`src/rtl/ddr3_rx_lane_align.sv`:
```
// Trains one DDR3 receive lane: bit-slip then delay-step until the training word holds for MATCH_CNT cycles.
// Latency: LOAD one cycle after START, then SETTLE_CYCLES+MATCH_CNT cycles to lock when aligned; backpressure: none.
module ddr3_rx_lane_align #(
   parameter logic [3:0]  PATTERN       = 4'b0011,
   parameter int unsigned MATCH_CNT     = 16,
   parameter int unsigned SETTLE_CYCLES = 4,
   parameter int unsigned MAX_TAPS      = 127
) (
   input  logic       fab_clk,
   input  logic       arst_n,
   input  logic       start,
   input  logic [3:0] rx_data_0,
   input  logic       delay_line_out_of_range_0,
   output logic       rx_bit_slip_0,
   output logic       delay_line_move_0,
   output logic       delay_line_direction_0,
   output logic       delay_line_load_0,
   output logic       busy,
   output logic       locked,
   output logic       fail,
   output logic       err,
   output logic [7:0] tap_count
);

   localparam logic [7:0] MATCH_LAST  = 8'(MATCH_CNT - 1);
   localparam logic [7:0] SETTLE_LAST = 8'(SETTLE_CYCLES - 1);
   localparam logic [7:0] TAP_LIMIT   = 8'(MAX_TAPS);
   localparam logic [1:0] SLIP_LIMIT  = 2'd3;

   typedef enum logic [2:0] {
      S_IDLE,
      S_LOAD,
      S_WAIT,
      S_CHECK,
      S_SLIP,
      S_MOVE,
      S_LOCKED,
      S_FAIL
   } state_t;

   state_t     state;
   state_t     state_nxt;
   logic [7:0] wait_cnt;
   logic [7:0] match_cnt;
   logic [1:0] slip_cnt;
   logic       word_ok;

   assign word_ok = (rx_data_0 == PATTERN);

   // The delay line is only ever stepped upward; LOAD restores the start point.
   assign delay_line_direction_0 = 1'b1;

   always_comb begin
      state_nxt = state;
      case (state)
         S_IDLE, S_LOCKED, S_FAIL: begin
            if (start) state_nxt = S_LOAD;
         end
         S_LOAD: state_nxt = S_WAIT;
         S_WAIT: begin
            if (delay_line_out_of_range_0) state_nxt = S_FAIL;
            else if (wait_cnt == SETTLE_LAST) state_nxt = S_CHECK;
         end
         S_CHECK: begin
            // Out-of-range beats every other outcome of a compare cycle.
            if (delay_line_out_of_range_0)     state_nxt = S_FAIL;
            else if (word_ok) begin
               if (match_cnt == MATCH_LAST)    state_nxt = S_LOCKED;
            end
            else if (slip_cnt < SLIP_LIMIT)    state_nxt = S_SLIP;
            else if (tap_count == TAP_LIMIT)   state_nxt = S_FAIL;
            else                               state_nxt = S_MOVE;
         end
         S_SLIP, S_MOVE: state_nxt = S_WAIT;
         default: state_nxt = S_IDLE;
      endcase
   end

   // Outputs are decoded from the next state so each one is a flop aligned with its state.
   always_ff @(posedge fab_clk or negedge arst_n) begin
      if (!arst_n) begin
         state             <= S_IDLE;
         wait_cnt          <= '0;
         match_cnt         <= '0;
         slip_cnt          <= '0;
         tap_count         <= '0;
         rx_bit_slip_0     <= 1'b0;
         delay_line_move_0 <= 1'b0;
         delay_line_load_0 <= 1'b0;
         busy              <= 1'b0;
         locked            <= 1'b0;
         fail              <= 1'b0;
         err               <= 1'b0;
      end
      else begin
         state             <= state_nxt;
         rx_bit_slip_0     <= (state_nxt == S_SLIP);
         delay_line_move_0 <= (state_nxt == S_MOVE);
         delay_line_load_0 <= (state_nxt == S_LOAD);
         busy              <= (state_nxt == S_LOAD) || (state_nxt == S_WAIT) ||
                              (state_nxt == S_CHECK) || (state_nxt == S_SLIP) ||
                              (state_nxt == S_MOVE);
         locked            <= (state_nxt == S_LOCKED);
         fail              <= (state_nxt == S_FAIL);

         wait_cnt <= (state == S_WAIT) ? wait_cnt + 8'd1 : 8'd0;

         if (state_nxt == S_LOAD)
            match_cnt <= '0;
         else if (state == S_CHECK)
            match_cnt <= word_ok ? match_cnt + 8'd1 : 8'd0;

         if (state_nxt == S_LOAD || state_nxt == S_MOVE)
            slip_cnt <= '0;
         else if (state_nxt == S_SLIP)
            slip_cnt <= slip_cnt + 2'd1;

         if (state_nxt == S_LOAD)
            tap_count <= '0;
         else if (state_nxt == S_MOVE)
            tap_count <= tap_count + 8'd1;

         if (state_nxt == S_LOAD)
            err <= 1'b0;
         else if (state == S_LOCKED && !word_ok)
            err <= 1'b1;
      end
   end

endmodule

```
`config.mk`:
```
export PLATFORM = sky130hd
export DESIGN_NAME = ddr3_rx_lane_align
export DESIGN_NICKNAME = d
export VERILOG_FILES = /design/src/rtl/ddr3_rx_lane_align.sv
export SDC_FILE = /design/constraint.sdc
export NUM_CORES = 1
export LEC_CHECK = 0
export ABC_AREA = 1
export BUFFER_PORTS_ARGS = -buffer_cell sky130_fd_sc_hd__buf_2
export CAP_MARGIN = 20
export CORE_MARGIN = 5
export CORE_UTILIZATION = 30
export DETAILED_ROUTE_END_ITERATION = 10
export PLACE_DENSITY = 0.48
export SLEW_MARGIN = 20
export SYNTH_ARGS = -nofsm -noshare
export SYNTH_HDL_FRONTEND = slang
export SYNTH_SLANG_ARGS = --single-unit
export TNS_END_PERCENT = 1
```
`constraint.sdc`:
```
create_clock -name fab_clk -period 5.2 [get_ports fab_clk]
set_input_delay 0.26 -clock fab_clk [delete_from_list [all_inputs] [get_ports fab_clk]]
set_output_delay 0.26 -clock fab_clk [all_outputs]
set_load 0.01 [all_outputs]
```
; ---- After elaboration in Yosys (flattened, before gate mapping)
; Index checks and enable logic that the tools add are counted.
; W data, S select, Z words.
[word_totals]
output_inout_bits = 16
elab_cells = 68
input_bits = 8
ff_bits = 36
[op_classes]
magnitude_cmp = 1
n_eq_ne = 18
mux = 19
addsub = 4
reduce_logical = 14
[ops]
columns = cell, count
row1 = $mux W8, 6
row2 = $add A8 B1 Y8 const B, 3
row3 = $eq A3 B3 Y1 const B, 8
row4 = $mux W3, 6
row5 = $eq A3 B2 Y1 const B, 4
row6 = $pmux W3 S4, 1
row7 = $eq A8 B2 Y1 const B, 1
row8 = $eq A8 B4 Y1 const B, 1
row9 = $eq A8 B7 Y1 const B, 1
row10 = $mux W2, 4
row11 = $reduce_bool A2 Y1, 4
row12 = $eq A3 B1 Y1 const B, 2
row13 = $reduce_or A3 Y1, 2
row14 = $logic_or A1 B1 Y1, 5
row15 = $eq A4 B2 Y1 const B, 1
row16 = $logic_not A3 Y1, 1
row17 = $add A2 B1 Y2 const B, 1
row18 = $lt A2 B2 Y1 const B, 1
row19 = $mux W1, 2
row20 = $logic_and A1 B1 Y1, 1
row21 = $logic_not A1 Y1, 1

; ---- Logic depth before layout (Yosys ltp)
[depth]
ltp_word = 11
depth_mapped = 12
depth_no_buf = 12

; ---- Worst setup path before layout
; Ideal clock, no wire load.
[synth_path]
kind = reg-to-reg
startpoint = register tap_count[0]
endpoint = register err
setup_ps = 123
path_slack_ps = 3472
arrival_time_ps = 1605
synth_period_minus_slack_ps = 1728
stages_incl_launch_ff = 12
path_buffers = 0
t_required_ps = 5077
path_cell_list = dfrtp_1 > ha_1 > nand2_1 > nor2_1 > nand2_1 > nor2_1 > nor2_1 > nand2_1 > a21oi_4 > nand2_4 > nor2_8 > nor2_1
[synth_via]
elab_chain_cells = 8
word_cells_on_any_way = 9
cone_classes = eq/ne: 2 / mux: 6 / reduce/logical: 1
[synth_rtl]
columns = element, line_no
row1 = "start, declared", 22  ; output logic [7:0] tap_count
row2 = "start signal, assigned", 121  ; tap_count <= tap_count + 8'd1;
row3 = $eq A8 B7 Y1 (*), 71  ; else if (tap_count == TAP_LIMIT) state_nxt = S_FAIL;
row4 = $mux W2 (*), 71
row5 = $mux W2 (*), 70  ; else if (slip_cnt < SLIP_LIMIT) state_nxt = S_SLIP;
row6 = $mux W3 (*), 67  ; else if (word_ok) begin
row7 = $mux W3 (*), 66  ; if (delay_line_out_of_range_0) state_nxt = S_FAIL;
row8 = $pmux W3 S4 (*), 55  ; case (state)
row9 = $eq A3 B1 Y1 (*), 123  ; if (state_nxt == S_LOAD)
row10 = $mux W1 or $reduce_bool A2 Y1 (tied branches), n/a
row11 = "end signal, assigned", 93  ; err <= 1'b0;
row12 = "end signal, assigned", 124  ; err <= 1'b0;
row13 = "end signal, assigned", 126  ; err <= 1'b1;
row14 = "end, declared", 21  ; output logic err,
; Every way passes the cells marked *; elsewhere a longest branch is shown, timed or not.
; A chain may end at the register's enable or synchronous reset.

; ---- Worst setup path in the final report
[layout_path]
startpoint = register match_cnt[0]
endpoint = register match_cnt[0]
[layout_via]
elab_chain_cells = 7
word_cells_on_any_way = 11
cone_classes = add/sub: 1 / eq/ne: 2 / mux: 7 / reduce/logical: 1
[layout_rtl]
columns = element, line_no
row1 = "start, declared", 44  ; logic [7:0] match_cnt;
row2 = "start signal, assigned", 111  ; match_cnt <= word_ok ? match_cnt + 8'd1 : 8'd0;
row3 = $eq A8 B4 Y1, 68  ; if (match_cnt == MATCH_LAST) state_nxt = S_LOCKED;
row4 = $mux W3, 68
row5 = $mux W3, 67
row6 = $mux W3, 66
row7 = $pmux W3 S4, 55
row8 = $eq A3 B1 Y1, 108  ; if (state_nxt == S_LOAD)
row9 = $mux W8 or $reduce_bool A2 Y1 (tied branches), n/a
; Parallel ways exist; a longest one is shown, timed or not. The select of a mux whose other input is x is not followed.

==> results.md <==
* Status: finished, final reports clean
* Slew Limit Fails at 0
* Worst path max stage delay at 0.42 ns
* Gr ovfl total at 0
* Footprint of the multi-input gates at 885 um2
* Ant. Diodes at 0
* Avg WL per Cell at 11.3 um
* Gr usage total at 10.2%
* Unrepaired setup endpoints after global routing: no
* FILL cells at 669
* Met3 wire length at 143 um
* Required @ worst endpoint at 5.38 ns
* Largest net degree at the start of global routing at 37
* Met1 wire length at 1910 um
* Synth cell types at 31
* Met2 WL at 1860 um
* Vias per cell at 4.58
* R2r endpoint: match_cnt[0]
* CP Max Fanout at 10
* Pleak at 1.16 nW
* Gp weighted congestion at 0.773
* Sequential share of power at 37.6%
* ANT nets after route at 0
* Final Util at 35.2%
* Num rows at 29
* R2R cell count at 11
* Post-synthesis sequential area ratio at 45.8%
* IO Port Bufs at 22
* PwrDens at 440 nW/um2
* Finish-stage setup viols at 0
* Clk slew on worst S/H paths at 0.08 ns
* Die X at 90.9 um
* Setup Crit Path Kind: reg2reg
* Final Hold Viols at 0
* Share of post-route cells with drive strength above 1 at 15.2%
* Overall power at 0.983 mW
* Global-route wire length before repair at 7090 um
* Crit path max-delay cell type: dfrtp_1
* DR top layer: met4
* Sw Ratio at 44.3%
* CP Launch Point: match_cnt[0]
* P_int at 0.548 mW
* CTS tree: built
* Post-DP Area at 2150 um2
* Clk buf depth at 2
* Clock power share at 20.4%
* Syn Inst Count at 249
* Synthesized area per cell at 7.89 um2
* Syn nets at 261
* Clock root cell: clkbuf_8
* Mapped Area at 1970 um2
* Hold Buf Count CTS at 0
* Nature of the critical path startpoint: flop
* Max-capacitance violation count at 0
* Io pins at 24
* Core Region at 6350 um2
* Worst Skew at 0.00502 ns
* Clk_lat worst skew at 0.29 ns
* Gate power share at 42.0%
* FF-to-FF Start: match_cnt[0]
* Worst hold margin at 0.0535 ns
* 1st-pass router iterations at 4
* Clock buffer count from CTS at 5
* Initial antenna violation count at 0
* Peak VDD IR at 0.196 mV
* Clk sinks at 36
* Area Overhead vs Synth at 13.6%
* Worst path cell trace: ha_1, nand2_1, nor2_1, nand3_1, nand2_1, nand2_1, nand2_1, a21oi_4, nand2_4, nor2_8, nor2_1
* Drc violations at 0
* Design Area, Final at 2230 um2
* Vias in the first global route at 1542
* Relative slew margins at 45.9%
* Period minus WS final at 1.97 ns
* Worst setup EP type: flop
* Starting DRT DRC Count at 37
* Synth Register Bits at 36
* Initial Utilization at 31.0%
* Setup Buffers After CTS at 0
* Synth warnings at 0
* Seq. cell area at 901 um2
* CTS H-tree depth at 2
* Detailed Route WL at 3980 um
* Worst slew pin tran at 0.812 ns
* Post-layout net count at 287
* Period utilization at 37.9%
* Psw at 0.435 mW
* Die area at 8270 um2
* Reg2Reg Setup Slack at 3.23 ns
* CP most frequent cell: nand2_1
* Post-cts gate resize count at 0
* DP Wirelength at 2960 um
* HP Class: in2async
* Setup TNS at 0 ns
* Vias at 1617
* Worst Path Arrival at 2.15 ns
* DIE HEIGHT at 90.9 um
* F_max at 508 MHz
-- cell usage after synthesis, drive strengths merged --
cell,count,area [um2]
a21boi,1,7.51
a21oi,9,56.3
a32oi,1,8.76
a41oi,1,8.76
buf,3,26.3
conb,1,3.75
dfrtp,36,901
ha,4,50.1
inv,41,154
nand2,64,248
nand3,12,65.1
nand3b,1,20.0
nand4,11,68.8
nor2,34,161
nor3,10,55.1
nor4,1,6.26
o211ai,1,7.51
o21ai,9,45.0
o21bai,1,7.51
o22ai,1,6.26
or2,1,6.26
xor2,6,52.6
-- logic make-up (layout without fill, tap and decap cells) --
family	count (synthesis)	after routing	synth area share (%)
and+or+nand+nor	134	134	32.1
buffers and inverters	44	71	9.17
DFF	36	36	45.8
AOI/OAI and AO/OA	24	24	7.51
xor gates and xnor gates	6	6	2.67
adders and majority gates	4	4	2.55
other	1	1	0.191
-- power by group through the flow --
stage	Sequential [mW]	Combinational [mW]	Clock [mW]
6_report	0.369	0.413	0.200
5_1_grt	0.377	0.466	0.221
4_1_cts	0.370	0.425	0.209
3_5_place_dp	0.375	0.423	0
3_3_place_gp	0.375	0.424	0
2_1_floorplan	0.383	0.321	0
-- flip-flops by register name (all words and copies together) (netlist names) --
| register | flops |
|---|---|
| match_cnt | 8 |
| tap_count | 8 |
| wait_cnt | 8 |
| state | 3 |
| slip_cnt | 2 |
| busy | 1 |
| delay_line_load_0 | 1 |
| delay_line_move_0 | 1 |
| err | 1 |
| fail | 1 |
| locked | 1 |
| rx_bit_slip_0 | 1 |
-- worst max path at each step --
stage,endpoint,slack [ns],cells after the start
after floorplan,err,3.47,11
after CTS,match_cnt[0],3.19,11
after detailed placement,match_cnt[5],3.22,11
after global routing,slip_cnt[0],2.98,11
final,match_cnt[0],3.23,11
after global placement,err,3.24,11
-- routing by layer --
layer  GRT usage (%)  vias to the layer above
met5               0                        -
met4            3.67                        0
met3            2.81                        7
met2            16.3                       21
met1            13.4                      750
li1                -                      839
-- worst max-delay path, delay by kind of cell, from the launching register on --
kind | cells | cell delay (ns)
and+or+nand+nor | 9 | 0.92
adders and majority gates | 1 | 0.22
DFF | 1 | 0.42
AOI/OAI and AO/OA | 1 | 0.29
-- layout by cell type, fill, tap and decap left out --
cell type,n
nand2_1,63
inv_1,38
dfrtp_1,36
nor2_1,30
buf_2,22
nand3_1,11
nand4_1,11
nor3_1,9
o21ai_0,9
a21oi_1,8
xor2_1,6
clkbuf_8,5
ha_1,4
inv_2,3
nor2_4,2
clkinv_2,2
nand3b_4,1
or2_0,1
o21bai_1,1
o211ai_1,1
nand3_2,1
nor2_2,1
nor4_1,1
a21oi_4,1
nand2_4,1
nor2_8,1
nor3_2,1
a21boi_1,1
a32oi_1,1
o22ai_1,1
a41oi_1,1
conb_1,1
clkinv_4,1
-- final cells by class --
type	instances	share of cell area (%)
Timing Repair Buffer	22	4.93
Inverter	41	6.89
Clock inverter	3	0.840
Multi-Input combinational cell	169	39.6
Tap cell	77	4.31
Sequential cell	36	40.3
Clock buffer	5	3.08
-- through the flow --
stage          cells  setup slack (ns)
2_1_floorplan    249              3.47
3_3_place_gp     345              3.24
3_5_place_dp     345              3.22
4_1_cts          353              3.19
5_1_grt          353              2.98
6_report         353              3.23
(Power assumes the default switching activity.)
